$ cat config.mk
export PLATFORM = sky130hd
export DESIGN_NAME = mem_req_arbiter
export DESIGN_NICKNAME = d
export VERILOG_FILES = /design/src/rtl/mem_req_arbiter.sv
export SDC_FILE = /design/constraint.sdc
export NUM_CORES = 1
export LEC_CHECK = 0
export ABC_AREA = 1
export BUFFER_PORTS_ARGS = -buffer_cell sky130_fd_sc_hd__buf_2
export CAP_MARGIN = 0
export CELL_PAD_IN_SITES_DETAIL_PLACEMENT = 2
export CELL_PAD_IN_SITES_GLOBAL_PLACEMENT = 2
export CORE_ASPECT_RATIO = 1.2
export CORE_MARGIN = 1
export CORE_UTILIZATION = 12
export CTS_CLUSTER_SIZE = 25
export DETAILED_ROUTE_END_ITERATION = 16
export GPL_TIMING_DRIVEN = 0
export PLACE_DENSITY = 0.82
export SETUP_SLACK_MARGIN = 0.05
export SLEW_MARGIN = 5
export SYNTH_ARGS = -nofsm -noshare
export SYNTH_HDL_FRONTEND = slang
export SYNTH_SLANG_ARGS = --single-unit
$ cat constraint.sdc
create_clock -name clk -period 2.4 [get_ports clk]
set_input_delay 0.6 -clock clk [delete_from_list [all_inputs] [get_ports clk]]
set_output_delay 0.6 -clock clk [all_outputs]
set_load 0.02 [all_outputs]
$ cat src/rtl/mem_req_arbiter.sv
// Round-robin arbiter sharing one in-order memory port between instruction-fetch (0)
// and data-access (1) requesters; an ID FIFO steers each response back to its issuer.
module mem_req_arbiter #(
    parameter int p_depth = 4
) (
    input  logic        clk,
    input  logic        rst,

    input  logic        req0_val,
    output logic        req0_rdy,
    input  logic        req0_type,
    input  logic [31:0] req0_addr,
    input  logic [31:0] req0_wdata,
    output logic        resp0_val,
    output logic [31:0] resp0_data,

    input  logic        req1_val,
    output logic        req1_rdy,
    input  logic        req1_type,
    input  logic [31:0] req1_addr,
    input  logic [31:0] req1_wdata,
    output logic        resp1_val,
    output logic [31:0] resp1_data,

    output logic        memreq_val,
    input  logic        memreq_rdy,
    output logic        memreq_type,
    output logic [31:0] memreq_addr,
    output logic [31:0] memreq_wdata,

    input  logic        memresp_val,
    input  logic [31:0] memresp_data
);

    localparam int PTR_W = $clog2(p_depth);
    localparam int CNT_W = PTR_W + 1;

    logic               last_q, last_d;
    logic [p_depth-1:0] ids_q, ids_d;
    logic [PTR_W-1:0]   head_q, head_d;
    logic [PTR_W-1:0]   tail_q, tail_d;
    logic [CNT_W-1:0]   count_q, count_d;

    logic full, empty, grant, sel, fire, pop, head_id;

    always_comb begin
        full  = (count_q == CNT_W'(p_depth));
        empty = (count_q == '0);

        // On a tie, favour whoever was not granted last.
        grant = (req0_val && req1_val) ? ~last_q : req1_val;

        // full is purely registered, so memreq_rdy never feeds memreq_val.
        memreq_val   = (req0_val | req1_val) & ~full & ~rst;
        sel          = memreq_val & grant;
        memreq_type  = sel ? req1_type  : req0_type;
        memreq_addr  = sel ? req1_addr  : req0_addr;
        memreq_wdata = sel ? req1_wdata : req0_wdata;

        req0_rdy = memreq_rdy & memreq_val & ~grant & req0_val;
        req1_rdy = memreq_rdy & memreq_val &  grant & req1_val;
        fire     = memreq_val & memreq_rdy;

        // Responses with nothing outstanding are dropped silently.
        head_id    = ids_q[head_q];
        pop        = memresp_val & ~empty & ~rst;
        resp0_val  = pop & ~head_id;
        resp1_val  = pop &  head_id;
        resp0_data = memresp_data;
        resp1_data = memresp_data;
    end

    always_comb begin
        last_d  = last_q;
        ids_d   = ids_q;
        head_d  = head_q;
        tail_d  = tail_q;
        count_d = count_q;

        if (fire) begin
            ids_d[tail_q] = grant;
            tail_d        = tail_q + PTR_W'(1);
            last_d        = grant;
        end
        if (pop) begin
            head_d = head_q + PTR_W'(1);
        end

        if (fire && !pop) begin
            count_d = count_q + CNT_W'(1);
        end else if (!fire && pop) begin
            count_d = count_q - CNT_W'(1);
        end
    end

    always_ff @(posedge clk) begin
        if (rst) begin
            last_q  <= 1'b1;
            head_q  <= '0;
            tail_q  <= '0;
            count_q <= '0;
        end else begin
            last_q  <= last_d;
            head_q  <= head_d;
            tail_q  <= tail_d;
            count_q <= count_d;
        end
    end

    // ID storage is only meaningful between head and tail, so it needs no reset.
    always_ff @(posedge clk) begin
        ids_q <= ids_d;
    end

endmodule

# Word level (Yosys, flattened, before mapping)
# Cells that the tools add are included.
word_totals:
  register_bits: 12
  latchBits: 0
  ramBits: 0
  mem_bits_ro: 0
  input_bits: 168
  out_inout_bits: 134
  word_cells: 51
  memories: 0
op_classes:
  add_sub_neg: 4
  mul: 0
  n_div: 0
  order_cmp: 3
  eq_ne: 1
  shifts: 0
  mux: 11
  bitwise: 19
  n_reduce_logical: 8
ops:
  columns: ["cell", "n"]
  rows:
  - ["$mux 32", 2]
  - ["$and 1x1->1", 12]
  - ["$lt 2x3->1 const B", 2]
  - ["$mux 3", 2]
  - ["$not 1->1", 6]
  - ["$add 2x1->2 const B", 2]
  - ["$bwmux 4", 1]
  - ["$logic_and 1x1->1", 4]
  - ["$mux 1", 4]
  - ["$add 3x1->3 const B", 1]
  - ["$eq 3x3->1 const B", 1]
  - ["$logic_not 3->1", 1]
  - ["$sub 3x1->3 const B", 1]
  - ["$bmux 1 s2", 1]
  - ["$demux 1 s2", 1]
  - ["$ge 2x1->1 const B", 1]
  - ["$logic_not 1->1", 2]
  - ["$reduce_bool 2->1", 1]
  - ["$or 1x1->1", 1]

# Longest topological paths before layout
# Gate-level depths: netlist of the first run.
depth:
  word_depth: 9
  depth_mapped: 13
  depth_no_buf: 13

# Worst setup path before layout of the first run
# Ideal clock, no wire load.
synth_path:
  kind: "input to register"
  startpoint: "input port req1_val"
  endpoint: "register count_q[2]"
  setup_time_ns: 0.113
  arrival_time_ns: 1.968
  t_required_ns: 2.287
  slack_ns: 0.319
  stages: 13
  n_path_buf: 0
  cell_sequence: "nor2_1 nor2_2 nand3_1 inv_1 ha_1 inv_1 fa_1 inv_1 nand2_1 nand3_1 nand2_1 nand2_1 nor2_1"
synth_between:
  elab_chain_len: 7
  word_cells_on_any_way: 9
  cone_classes: "mux: 1; bitwise: 4; reduce/logical: 4"
synth_lines:
  columns: ["item", "line_no", "rtl"]
  rows:
  - ["start: declaration", "17", "input logic req1_val,"]
  - ["$or 1x1->1 (*)", "54", "memreq_val = (req0_val | req1_val) & ~full & ~rst;"]
  - ["$and 1x1->1 (*) (2 in series)", "54", null]
  - ["$and 1x1->1 (*)", "62", "fire = memreq_val & memreq_rdy;"]
  - ["net fire", "44", "logic full, empty, grant, sel, fire, pop, head_id;"]
  - ["$logic_not 1->1", "91", "end else if (!fire && pop) begin"]
  - ["$logic_and 1x1->1", "91", null]
  - ["$reduce_bool 2->1 (no source line)", null, null]
  - ["end signal: assignment", "106", "count_q <= count_d;"]
  - ["end: declaration", "42", "logic [CNT_W-1:0] count_q, count_d;"]
# The timed path passes the listed nets; every way through them passes the cells marked *.
# A chain may end at the register's enable or synchronous reset.

# Worst setup path in the final report of the first run
layout_path:
  startpoint: "input port req0_val"
  endpoint: "output port memreq_wdata[7]"
layout_between:
  elab_chain_len: 5
  word_cells_on_any_way: 7
  cone_classes: "mux: 2; bitwise: 4; reduce/logical: 1"
layout_lines:
  columns: ["item", "line_no", "rtl"]
  rows:
  - ["start: declaration", "9", "input logic req0_val,"]
  - ["$or 1x1->1", "54", null]
  - ["$and 1x1->1 (2 in series)", "54", null]
  - ["$and 1x1->1 (*)", "55", "sel = memreq_val & grant;"]
  - ["$mux 32 (*)", "58", "memreq_wdata = sel ? req1_wdata : req0_wdata;"]
  - ["end: declaration", "29", "output logic [31:0] memreq_wdata,"]
# Mark *: on every way between the ends. The rest lies on a longest branch, timed or not.

==> results.md, run 1 <==
* Status: finished, final reports clean
* Startpoint Class: input pin
* Top cells by area, synth: nand2_1 27%, buf_4 25%, nand3_1 17%, dfxtp_1 7.6%, edfxtp_1 5.7%
* Endpoint type of the worst setup path: output port
* DR iter-0 viols at 60
* Min Tclk post-route at 2.33 ns
* Vias at 3447
* Cell Rows at 52
* Routed wire length at 12.9 mm
* Initial core utilization at 0.123
* Number of global-route vias before repair at 3531
* Most instantiated library cell after synthesis: nand2_1
* CTS Buf Count at 3
* Chip width at 123 µm
* Delay of the slowest cell on the worst path at 0.17 ns
* Hpwl dp at 10.6 mm
* Dpl cells at 856
* Mean post-synth cell area at 5.65 µm²
* Synth cell count leaders: 149 x nand2_1, 70 x buf_4, 70 x nand3_1, 19 x inv_1, 17 x nor2_1
* Die height at 147 µm
* Later-pin clock latency in the skew report at 0.24 ns
* P&R area growth vs syn at 102%
* First-pass GRT wire length at 18.2 mm
* N_diodes at 0
* Gr ovfl total at 0
* Final worst-path cycle share at 0.969
* Worst EP arrival at 1.73 ns
* Synth Cell Area at 2090 µm²
* Clock-pin slew on the worst setup and hold paths at 0.05 ns
* Largest net degree at the start of global routing at 14
* CP Cell Sequence: buf_4 > nor2_4 > nor2_4 > nand2_2 > inv_4 > nand2_4 > buf_12 > buf_12 > nand2_1 > nand2_1 > buf_4
* Die ar. at 18000 µm²
* GPL Wtd Cong at 0.722
* Setup-failing EPs final at 0
* Io pins at 302
* CP top delay family: buffers and inverters
* Crit Path Max Fanout at 10
* Pre-CTS setup slack at -0.389 ns
* HP Class: reg2reg
* CTS sink count at 12
* Critical-path top delay cell: buf_4
* Routed vias/inst at 3.98
* Final hold vios at 0
* Clock skew at 0.00326 ns
* Maximum vdd drop at 0.193 mV
* RSZ-0062 raised after global routing: yes
* Clock root buffer: clkbuf_16
* #FFs+latches synth at 12
* Distinct cells, synth at 20
* Bufs and invs on worst path at 5
* Mapped Cells at 371
* Leakage power total at 2.55 nW
* Fmax at 430 MHz
* Number of synthesized flops with an enable pin at 4
* # port buffers at 269
* Setup slack after layout at 0.0740 ns
* CORE AREA at 17000 µm²
* DRT Pass-1 Iters at 4
* Antenna violations before repair at 0
* H-Tree Depth at 1
* Max-cap check violation count at 0
* Final Max Slew Viols at 0
* Finished Layout Cells at 867
* TritonCTS clock tree: yes
* Synth area leader: nand2_1
* Setup Crit Path Kind: in2out
* Slew @ Worst Pin at 0.253 ns
* # DRC at 0
* Pwr/cell area at 398 nW/µm²
* Seq/Total Area, Yosys at 0.134
* Share of layout cells above drive strength 1 at 0.594
* Final #Nets at 826
* Slew headroom at 0.831
* Syn nets at 545
* Async S/R FF share, synth at 0
* CTS Buffer Depth at 2
* Overall Global Routing Usage at 0.131
* Fillers at 2159
* Ys Warns at 0
* Primary FF master, synth: dfxtp_1
* Synth top area share at 0.267
* Critical path data required time at 1.80 ns
* Routed Antenna Nets at 0
* WL per Instance at 14.9 µm
==> layout by cell type, fill, tap and decap left out <==
cell and n:
ha_1 5, nor2_1 15, nor2_2 1, dfxtp_1 7
clkbuf_16 3, o21ai_0 1, buf_6 19, nand2_2 15
a21oi_1 2, buf_2 228, nand4_1 4, dfxtp_2 1
clkbuf_1 1, buf_4 99, o211ai_1 2, nand2_1 133
inv_1 19, nand3_1 69, a21boi_4 1, fa_1 1
clkbuf_4 6, xor2_1 1, buf_12 6, nand2_4 1
nor2_4 2, nand3_2 1, edfxtp_1 4, buf_8 3
inv_4 1
==> power breakdown <==
part / internal, mW / leakage [nW] / total (mW) / switching, mW
logic: 0.486 / 2.41 / 1.10 / 0.619
clock network: 0.224 / 0.0382 / 0.315 / 0.0909
registers: 0.236 / 0.103 / 0.263 / 0.0269
==> worst min-delay path, stage by stage (launching register included) <==
cell and delay (ns):
dfxtp_1 0.33, nand2_1 0.08, nand3_1 0.07
==> routing by layer <==
| layer | global-route usage | share of wire |
|---|---|---|
| met1 | 0.132 | 0.34 |
| met2 | 0.271 | 0.57 |
| met3 | 0.0241 | 0.082 |
| met4 | 0.0189 | 0.0049 |
| met5 | 0 | 0 |
==> path summary, 6_finish.rpt <==
kind	startpoint	endpoint	slack (ns)	cells after the start
max	req0_val	memreq_wdata[7]	0.07	11
min	last_q	last_q	0.53	2
max reg2reg	count_q[1]	count_q[2]	0.33	14
min reg2reg	last_q	last_q	0.53	2
==> layout make-up <==
type | instances | area [µm²] | share of cell area
well taps | 216 | 270 | 0.0639
inverters | 20 | 77.6 | 0.0184
repair buffers | 276 | 1560 | 0.368
flip-flops and latches | 12 | 282 | 0.0666
clock buffers | 4 | 78.8 | 0.0187
multi-input cells | 254 | 1210 | 0.286
plain buffers | 85 | 752 | 0.178
==> cells by family (layout without fill, tap and decap cells) <==
family                     after synthesis  count (layout)  synth area share
and+or+nand+nor                        241             241             0.480
DFF                                     12              12             0.134
AOI/OAI and AO/OA                        6               6            0.0197
xor gates and xnor gates                 1               1           0.00418
buffers and inverters                  105             385             0.323
adders and majority gates                6               6            0.0394
==> registers in the layout (all words and copies together), names as in the netlist <==
| name | flops |
|---|---|
| head_q | 2 |
| ids_q | 4 |
| count_q | 3 |
| last_q | 1 |
| tail_q | 2 |
==> per-stage QoR <==
step	hold slack [ns]	setup TNS [ns]	utilization	instance area (µm²)	power [mW]
after floorplan	0.463	0	-	2090	0.845
after global placement	0.488	-11.94	0.219	3710	1.21
after detailed placement	0.506	-14.13	0.219	3710	1.24
after CTS	0.536	0	0.235	3990	1.62
after global routing	0.584	-0.00117	0.249	4230	1.80
final	0.532	0	0.249	4230	1.68
==> what timing repair did <==
action	CTS	global route
hold buffers	0	0
pin swaps	2	4
endpoints found under the setup margin	67	66
resized for setup	50	80
setup buffers	4	2
gates cloned	1	0
Note: power is estimated with default switching activity, not from simulation.
==> run 2, diff against run 1 <==
Settings changed: CTS_BUF_LIST from default to sky130_fd_sc_hd__clkbuf_16.
==> results.md, run 2 (synthesis results as in run 1) <==
* Status: finished, final reports clean
* RSZ-0062 raised after global routing: yes
* DR iter-0 viols at 59
* Leading cell type in the layout, fill and taps excluded: buf_2
* Slew headroom at 0.831
* CP top delay family: buffers and inverters
* Routed wire length at 12.9 mm
* Top reg by flops: ids_q
* Biggest regs: ids_q: 4 flops, count_q: 3 flops
* Pwr/cell area at 397 nW/µm²
* Setup Crit Path Kind: in2out
* Min Tclk post-route at 2.33 ns
* Crit Path Max Fanout at 10
* # DRC at 0
* Post-layout util at 0.249
* Cell Rows at 52
* # port buffers at 269
* Largest net degree at the start of global routing at 14
* Slew @ Worst Pin at 0.253 ns
* Final worst-path cycle share at 0.969
* DRT Pass-1 Iters at 4
* Reg-to-reg startpoint: count_q[1]
* Die ar. at 18000 µm²
* Chip width at 123 µm
* Clock root buffer: clkbuf_16
* Number of global-route vias before repair at 3531
* Worst EP arrival at 1.73 ns
* Startpoint Class: input pin
* Leakage power total at 2.55 nW
* Clock skew at 0.00364 ns
* End of the critical path: memreq_wdata[7]
* Final Max Slew Viols at 0
* Routed Antenna Nets at 0
* Hold Slack at 0.532 ns
* Io pins at 302
* Bufs and invs on worst path at 5
* Final hold vios at 0
* Max-cap check violation count at 0
* WL per Instance at 14.9 µm
* Hold-fix buffers, CTS at 0
* Critical Path Source: req0_val
* Share of layout cells above drive strength 1 at 0.594
* Delay of the slowest cell on the worst path at 0.17 ns
* RR Endpoint: count_q[2]
* Fmax at 430 MHz
* Overall Global Routing Usage at 0.131
* Critical-path top delay cell: buf_4
* Endpoint type of the worst setup path: output port
* Most frequent cells in the layout: 228 x buf_2, 133 x nand2_1, 99 x buf_4
* Antenna violations before repair at 0
* Power consumption at 1.68 mW
* Max reg flops at 4
* Setup-failing EPs final at 0
* Die height at 147 µm
* CTS Buffer Depth at 2
* Critical path data required time at 1.80 ns
* Maximum vdd drop at 0.193 mV
* Hpwl dp at 10.6 mm
* HP Class: reg2reg
* P&R area growth vs syn at 102%
* CTS Buf Count at 3
* Final #Nets at 826
* First-pass GRT wire length at 18.2 mm
* Cells on worst reg2reg path at 14
* Vias at 3447
* Crit path depth at 11
* CTS sink count at 12
* CP Cell Sequence: buf_4 > nor2_4 > nor2_4 > nand2_2 > inv_4 > nand2_4 > buf_12 > buf_12 > nand2_1 > nand2_1 > buf_4
* Gr ovfl total at 0
* Initial core utilization at 0.123
* Routed vias/inst at 3.98
* CORE AREA at 17000 µm²
* GPL Wtd Cong at 0.722
* N_diodes at 0
* Min-delay src: last_q
* Clock-pin slew on the worst setup and hold paths at 0.05 ns
* H-Tree Depth at 1
* Later-pin clock latency in the skew report at 0.24 ns
* TritonCTS clock tree: yes
* Flop2flop setup slack at 0.33 ns
-- run 2: per-layer routing --
layer	share of wire	global-route usage	vias to the layer above	wire, µm
li1	-	-	1667	-
met5	0	0	-	0
met1	0.34	0.132	1603	4430
met2	0.57	0.271	173	7360
met3	0.082	0.0241	4	1060
met4	0.0049	0.0189	0	63
-- run 2: cell type report --
class                   instances  area [µm²]
multi-input cells             254        1210
flip-flops and latches         12         282
clock buffers                   3        75.1
clock inverters                 1        3.75
fillers                      2159       12800
inverters                      20        77.6
well taps                     216         270
repair buffers                276        1560
plain buffers                  85         752
-- run 2: what timing repair did --
| action | in CTS | in global routing |
|---|---|---|
| resized for setup | 50 | 80 |
| cloned | 1 | 0 |
| endpoints found under the setup margin | 67 | 66 |
| buffers inserted | 4 | 2 |
| pin swaps | 2 | 4 |
-- run 2: worst min-delay path by stage --
stage,cells past startpoint,slack (ns),to
final,2,0.53,last_q
after global routing,2,0.58,last_q
after CTS,2,0.54,last_q
after detailed placement,2,0.51,last_q
after global placement,2,0.49,last_q
after floorplan,2,0.46,last_q
-- run 2: tightest hold or removal path: cells and delay by family (launching register included) --
family | cells | cell delay (ns)
flops | 1 | 0.33
simple gates | 2 | 0.15
-- run 2: metrics by stage --
| stage | instance area [µm²] | instances | setup WS [ns] | setup TNS (ns) |
|---|---|---|---|---|
| 2_1_floorplan | 2090 | 371 | 0.319 | 0 |
| 3_3_place_gp | 3710 | 856 | -0.357 | -11.94 |
| 3_5_place_dp | 3710 | 856 | -0.389 | -14.13 |
| 4_1_cts | 3990 | 865 | 0.0153 | 0 |
| 5_1_grt | 4230 | 867 | -0.00117 | -0.00117 |
| 6_report | 4230 | 867 | 0.0740 | 0 |
-- run 2: power by group --
group | switching (mW) | internal, mW
Clock | 0.0914 | 0.220
Combinational | 0.619 | 0.486
Sequential | 0.0269 | 0.236
Total | 0.737 | 0.942
